**src/rtl/reg_alu_pipe.sv**
```systemverilog
// reg_alu_pipe: register file feeding a single-stage ALU with a one-entry
// registered output. Operands are read combinationally on accept. The result,
// flags and optional write-back all land on the same rising edge.
module reg_alu_pipe #(
    parameter int DATA_W  = 32,
    parameter int NUM_W   = 5,
    parameter int ZERO_R0 = 1,
    parameter int SAT_EN  = 0
) (
    input  logic              clk,
    input  logic              rst_n,
    input  logic              in_valid,
    output logic              in_ready,
    input  logic [1:0]        op,
    input  logic [NUM_W-1:0]  rd_num_a,
    input  logic [NUM_W-1:0]  rd_num_b,
    input  logic [NUM_W-1:0]  dst_num,
    input  logic              wb_en,
    input  logic              ext_wr_en,
    input  logic [NUM_W-1:0]  ext_wr_num,
    input  logic [DATA_W-1:0] ext_wr_data,
    output logic              out_valid,
    input  logic              out_ready,
    output logic [DATA_W-1:0] out_data,
    output logic              out_carry,
    output logic              out_zero,
    output logic [15:0]       op_count
);

    localparam int NUM_REGS = 2 ** NUM_W;

    localparam logic [1:0] OP_ADD = 2'b00;
    localparam logic [1:0] OP_SUB = 2'b01;
    localparam logic [1:0] OP_AND = 2'b10;
    localparam logic [1:0] OP_OR  = 2'b11;

    logic [DATA_W-1:0] reg_file [NUM_REGS];

    logic              out_valid_reg;
    logic [DATA_W-1:0] out_data_reg;
    logic              out_carry_reg;
    logic              out_zero_reg;
    logic [15:0]       op_count_reg;

    logic              accept;
    logic              drain;

    logic [DATA_W-1:0] operand_a;
    logic [DATA_W-1:0] operand_b;
    logic [DATA_W:0]   sum_ext;
    logic [DATA_W:0]   diff_ext;
    logic [DATA_W-1:0] result_next;
    logic              carry_next;
    logic              zero_next;

    // The output stage can take a new result when empty or when it is being drained.
    assign in_ready = !out_valid_reg | out_ready;
    assign accept   = in_valid & in_ready;
    assign drain    = out_valid_reg & out_ready;

    // Reads see the file as it was before this edge's writes (no write-through).
    assign operand_a = reg_file[rd_num_a];
    assign operand_b = reg_file[rd_num_b];

    assign sum_ext  = {1'b0, operand_a} + {1'b0, operand_b};
    assign diff_ext = {1'b0, operand_a} - {1'b0, operand_b};

    // ALU: bit DATA_W of the widened add/sub is the carry/borrow; saturation clamps unsigned.
    always_comb begin
        result_next = '0;
        carry_next  = 1'b0;
        case (op)
            OP_ADD: begin
                carry_next  = sum_ext[DATA_W];
                result_next = (SAT_EN != 0 && sum_ext[DATA_W]) ? '1 : sum_ext[DATA_W-1:0];
            end
            OP_SUB: begin
                carry_next  = diff_ext[DATA_W];
                result_next = (SAT_EN != 0 && diff_ext[DATA_W]) ? '0 : diff_ext[DATA_W-1:0];
            end
            OP_AND: result_next = operand_a & operand_b;
            OP_OR:  result_next = operand_a | operand_b;
            default: result_next = '0;
        endcase
        zero_next = (result_next == '0);
    end

    // Register file: one storage word per register; write-back beats an external write.
    for (genvar gi = 0; gi < NUM_REGS; gi++) begin : g_reg
        logic [DATA_W-1:0] value_reg;

        if (ZERO_R0 != 0 && gi == 0) begin : g_hard_zero
            assign value_reg = '0;
        end else begin : g_writable
            logic wb_hit;
            logic ext_hit;

            assign wb_hit  = accept & wb_en & (dst_num == NUM_W'(gi));
            assign ext_hit = ext_wr_en & (ext_wr_num == NUM_W'(gi));

            // Update this register on write-back or external write.
            always_ff @(posedge clk or negedge rst_n) begin
                if (!rst_n) begin
                    value_reg <= '0;
                end else if (wb_hit) begin
                    value_reg <= result_next;
                end else if (ext_hit) begin
                    value_reg <= ext_wr_data;
                end
            end
        end

        assign reg_file[gi] = value_reg;
    end

    // Output stage: load on accept, empty on drain without accept, otherwise hold.
    always_ff @(posedge clk or negedge rst_n) begin
        if (!rst_n) begin
            out_valid_reg <= 1'b0;
            out_data_reg  <= '0;
            out_carry_reg <= 1'b0;
            out_zero_reg  <= 1'b0;
        end else if (accept) begin
            out_valid_reg <= 1'b1;
            out_data_reg  <= result_next;
            out_carry_reg <= carry_next;
            out_zero_reg  <= zero_next;
        end else if (drain) begin
            out_valid_reg <= 1'b0;
        end
    end

    // Count accepted operations, wrapping naturally at 16 bits.
    always_ff @(posedge clk or negedge rst_n) begin
        if (!rst_n) begin
            op_count_reg <= '0;
        end else if (accept) begin
            op_count_reg <= op_count_reg + 16'd1;
        end
    end

    assign out_valid = out_valid_reg;
    assign out_data  = out_data_reg;
    assign out_carry = out_carry_reg;
    assign out_zero  = out_zero_reg;
    assign op_count  = op_count_reg;

endmodule

```
**config.mk**
```make
export PLATFORM = sky130hd
export DESIGN_NAME = reg_alu_pipe
export DESIGN_NICKNAME = d
export VERILOG_FILES = /design/src/rtl/reg_alu_pipe.sv
export SDC_FILE = /design/constraint.sdc
export NUM_CORES = 2
export LEC_CHECK = 0
export BUFFER_PORTS_ARGS = -buffer_cell sky130_fd_sc_hd__buf_4
export CAP_MARGIN = 10
export CORE_UTILIZATION = 65
export CTS_BUF_LIST = sky130_fd_sc_hd__clkbuf_4 sky130_fd_sc_hd__clkbuf_8
export DETAILED_ROUTE_END_ITERATION = 16
export GPL_ROUTABILITY_DRIVEN = 0
export PLACE_DENSITY_LB_ADDON = 0.15
export SLEW_MARGIN = 10
export SYNTH_ARGS = -nofsm -noshare
export SYNTH_HDL_FRONTEND = slang
export SYNTH_SLANG_ARGS = --single-unit
```
**constraint.sdc**
```tcl
create_clock -name clk -period 7.7 [get_ports clk]
set_clock_uncertainty 0.15 [all_clocks]
set_input_delay 2.31 -clock clk [delete_from_list [all_inputs] [get_ports clk]]
set_output_delay 2.31 -clock clk [all_outputs]
set_load 0.03 [all_outputs]
```
==> impl_metrics.py <==
metrics = {
    "route": {
        "drtIter0Drc": 9802,
        "wl_per_cell_microns": 31.60,
        "totalWireLength_microns": 256100,
        "firstDrtPassIters": 6,
        "viasPerCell": 7.268,
        "final_antenna_net_count": 0,
        "drcViolationCount": 0,
        "via_count": 58913,
    },
    "floorplanning": {
        "die_w_microns": 326.5,
        "initial_core_util_pct": 65.86,
        "chipHeight_microns": 326.5,
        "fp.dieArea_sq_mm": 0.1066,
        "num_rows": 118,
        "core_area_sq_mm": 0.1039,
        "io_pins": 112,
    },
    "synthesis": {
        "yosysTopAreaCellShare_pct": 38.13,
        "synth_seq_cells": 1043,
        "synth_area_sq_mm": 0.06845,
        "ys_warn_count": 0,
        "synth_edf_count": 0,
        "syn_inst": 6471,
        "syn_nets": 6630,
        "post_synth_fa_ha_maj_area_fraction_pct": 1.831,
        "synth_area_per_cell_sq_um": 10.58,
        "seq_area_frac_synth_pct": 38.13,
        "ys.flop_type": "dfrtp_1",
        "synth_top_family_by_area": "multiplexers",
        "yosys.area_share.xor_xnor_pct": 0.4862,
        "synth_compound_area_share_pct": 11.48,
        "synthMuxAreaShare_pct": 34.70,
        "synth_area_leaders": "dfrtp_1 38%, mux4_2 19%, mux2i_1 14%, o21ai_0 6.4%, nand2_1 5.5%",
        "synth_area_leader_cell": "dfrtp_1",
        "synthSimpleGateAreaFrac_pct": 8.945,
        "async_reset_ff_share_pct": 100.0,
        "synthDistinctLibCells": 82,
    },
    "clocking": {
        "clock_path_buffers": 3,
        "cts_buffers": 179,
        "clockRootBuffer": "clkbuf_8",
        "clkSlewWorstSetupHoldPaths_ns": 0.06,
        "cts_sinks": 1043,
        "postCtsSetupBuffers": 0,
        "ctsHtreeMaxLevel": 4,
        "clkLatencyLatePin_ns": 0.92,
        "cts_tree": "done",
        "cts-hold-fix-buffers": 0,
        "post_cts_resize_count": 0,
    },
    "grt": {
        "grt_usage_pct": 48.29,
        "overflow": 0,
        "antenna_found_initial": 10,
        "grt_pass1_wl_microns": 377900,
        "grt_pass1_vias": 58493,
        "grt_max_degree": 188,
    },
    "sta": {
        "post-route-min-period_ns": 7.475,
        "hold_viol_final": 0,
        "slew_viol_final": 0,
        "tns_ns": 0,
        "tightest_slew_ns": 1.341,
        "finalSetupViolCount": 0,
        "max_clock_freq_mhz": 133.8,
        "period_share_pct": 97.08,
        "relSlewSlack_pct": 10.62,
        "rsz0062_at_grt": "false",
    },
    "setup_path": {
        "cpMaxStageDelayCell": "mux4_2",
        "worstPathArrival_ns": 8.15,
        "cp_top_family": "buffers and inverters",
        "worstSetupStartpointType": "primary input",
        "required_ns": 8.37,
        "cp_slowest_stage_delay_ns": 0.52,
        "endpoint_kind": "register",
        "path_buf_inv": 7,
        "cp_common_cell": "buf_4",
        "critPathKind": "primary input to register",
        "worstPathMaxFanout": 32,
        "crit_path_cell_trace": "buf_8 -> buf_4 -> buf_4 -> buf_12 -> mux4_2 -> mux4_2 -> mux2i_1 -> inv_1 -> ha_1 -> nor2b_1 -> a2111oi_1 -> and3_1 -> nor4b_1 -> buf_4 -> o21ai_0 -> a41oi_1 -> o31ai_1 -> xnor2_1 -> o21ai_2 -> buf_4 -> nand2_1 -> nand2_1",
    },
    "power_and_ir_drop": {
        "leakagePower_nw": 33.58,
        "powerDensity_mw_per_mm2": 311.0,
        "power.ir.vdd_worst_v": 0.0002345,
        "p_sw_mw": 9.094,
        "netSwitchingFraction_pct": 37.77,
        "internal_power_mw": 14.99,
        "p_total_mw": 24.08,
        "comb_power_share_pct": 42.1,
        "p_seq_share_pct": 34.8,
        "p_clk_share_pct": 23.1,
    },
    "layout": {
        "largest_reg_flops": 992,
        "nFillCells": 7122,
        "syn_to_final_growth_pct": 13.11,
        "fin_area_sq_mm": 0.07743,
        "fin_util_pct": 74.49,
        "layout-drive-gt1-share_pct": 26.22,
        "nNetsFinal": 6742,
        "final_common_cell": "dfrtp_1",
        "final_cell_mix": "1,043 x dfrtp_1, 997 x nand2_1, 937 x mux2i_1",
    },
    "run_status": {
        "status": "finished, final reports clean",
    },
    "flow_run": {
        "drv_cap": 0,
    },
    "min_path": {
        "min_path_type": "register to register",
    },
    "place": {
        "placed_area_sq_mm": 0.07349,
        "portBuffers": 111,
        "dp_hpwl_microns": 154000,
    },
}
==> power by group through the flow <==
stage | clock [mW] | sequential [mW] | combinational, mW
final | 5.57 | 8.38 | 10.1
after global routing | 5.77 | 8.55 | 10.7
after CTS | 5.56 | 8.32 | 9.87
after detailed placement | 0 | 8.38 | 9.84
after global placement | 0 | 8.26 | 9.56
after floorplan | 0 | 8.10 | 6.19
==> metal layers <==
layer	wire (microns)	vias up	track usage, %	part of all wire, %
met5	203	-	0	0.079
met4	19660	12	30.36	7.7
met3	43060	1244	19.34	17
met2	105900	5099	67.26	41
met1	87310	28672	63.15	34
li1	-	23886	-	-
==> synthesized netlist by cell type, types with 7 or more instances <==
| cell type | number |
|---|---|
| dfrtp_1 | 1043 |
| mux2i_1 | 939 |
| ha_1 | 97 |
| mux2_2 | 121 |
| a31oi_1 | 11 |
| inv_1 | 91 |
| nor2b_1 | 88 |
| clkbuf_1 | 608 |
| o21bai_1 | 11 |
| o21ai_1 | 10 |
| nor4_1 | 9 |
| buf_1 | 82 |
| buf_2 | 11 |
| a22o_1 | 63 |
| a211oi_1 | 85 |
| xnor2_1 | 33 |
| o31ai_1 | 14 |
| mux4_2 | 577 |
| a21oi_1 | 241 |
| or3_1 | 8 |
| nand4_1 | 17 |
| a2111oi_0 | 7 |
| or4_1 | 10 |
| o21ai_0 | 870 |
| nand2_1 | 1009 |
| nand3_1 | 21 |
| nor2_1 | 200 |
| nand2b_1 | 17 |
| nor3_1 | 42 |
| o211ai_1 | 17 |
==> kinds of logic after synthesis <==
kind of cell,Yosys count
buffers and inverters,800
AND/OR/NAND/NOR,1462
adder cells (fa/ha/maj),99
AO/OA/AOI/OAI,1392
flip-flops,1043
XOR/XNOR,38
multiplexers,1637
==> path summary, 6_finish.rpt <==
kind | endpoint | depth (start not counted) | start | slack (ns)
hold reg to reg | out_data[24] | 2 | out_data[24] | 0.32
max in group asynchronous | g_reg[29].value_reg[12] | 2 | rst_n | 4.34
setup / recovery | out_data[25] | 22 | rd_num_a[0] | 0.22
hold / removal | out_data[24] | 2 | out_data[24] | 0.32
min in group asynchronous | out_data[25] | 1 | rst_n | 1.30
setup reg to reg | out_zero | 16 | g_reg[31].value_reg[0] | 1.59
==> metrics by stage <==
| step | setup WS, ns | std cells | hold slack [ns] |
|---|---|---|---|
| after floorplan | -0.2450 | 6471 | 0.3902 |
| after global placement | -0.5184 | 7781 | 0.3091 |
| after detailed placement | -0.5829 | 7782 | 0.3146 |
| after CTS | 0.3726 | 8100 | 0.3292 |
| after global routing | 0.05731 | 8101 | 0.3427 |
| final | 0.2249 | 8106 | 0.3244 |
==> worst min-delay path: cells and delay by family, from the launching register on <==
kind             cells  cell delay, ns
AND/OR/NAND/NOR      2            0.10
flip-flops           1            0.34
==> layout make-up <==
| type | count | area, sq um | area share [%] |
|---|---|---|---|
| inverters | 96 | 360.3 | 0.4654 |
| clock inverters | 28 | 279.0 | 0.3604 |
| clock buffers | 290 | 3641 | 4.703 |
| repair buffers | 635 | 5350 | 6.910 |
| diodes | 6 | 15.01 | 0.01939 |
| multi-input cells | 4628 | 39950 | 51.60 |
| well taps | 1380 | 1727 | 2.230 |
| flip-flops and latches | 1043 | 26100 | 33.71 |
Note: power is estimated with default switching activity, not from simulation.
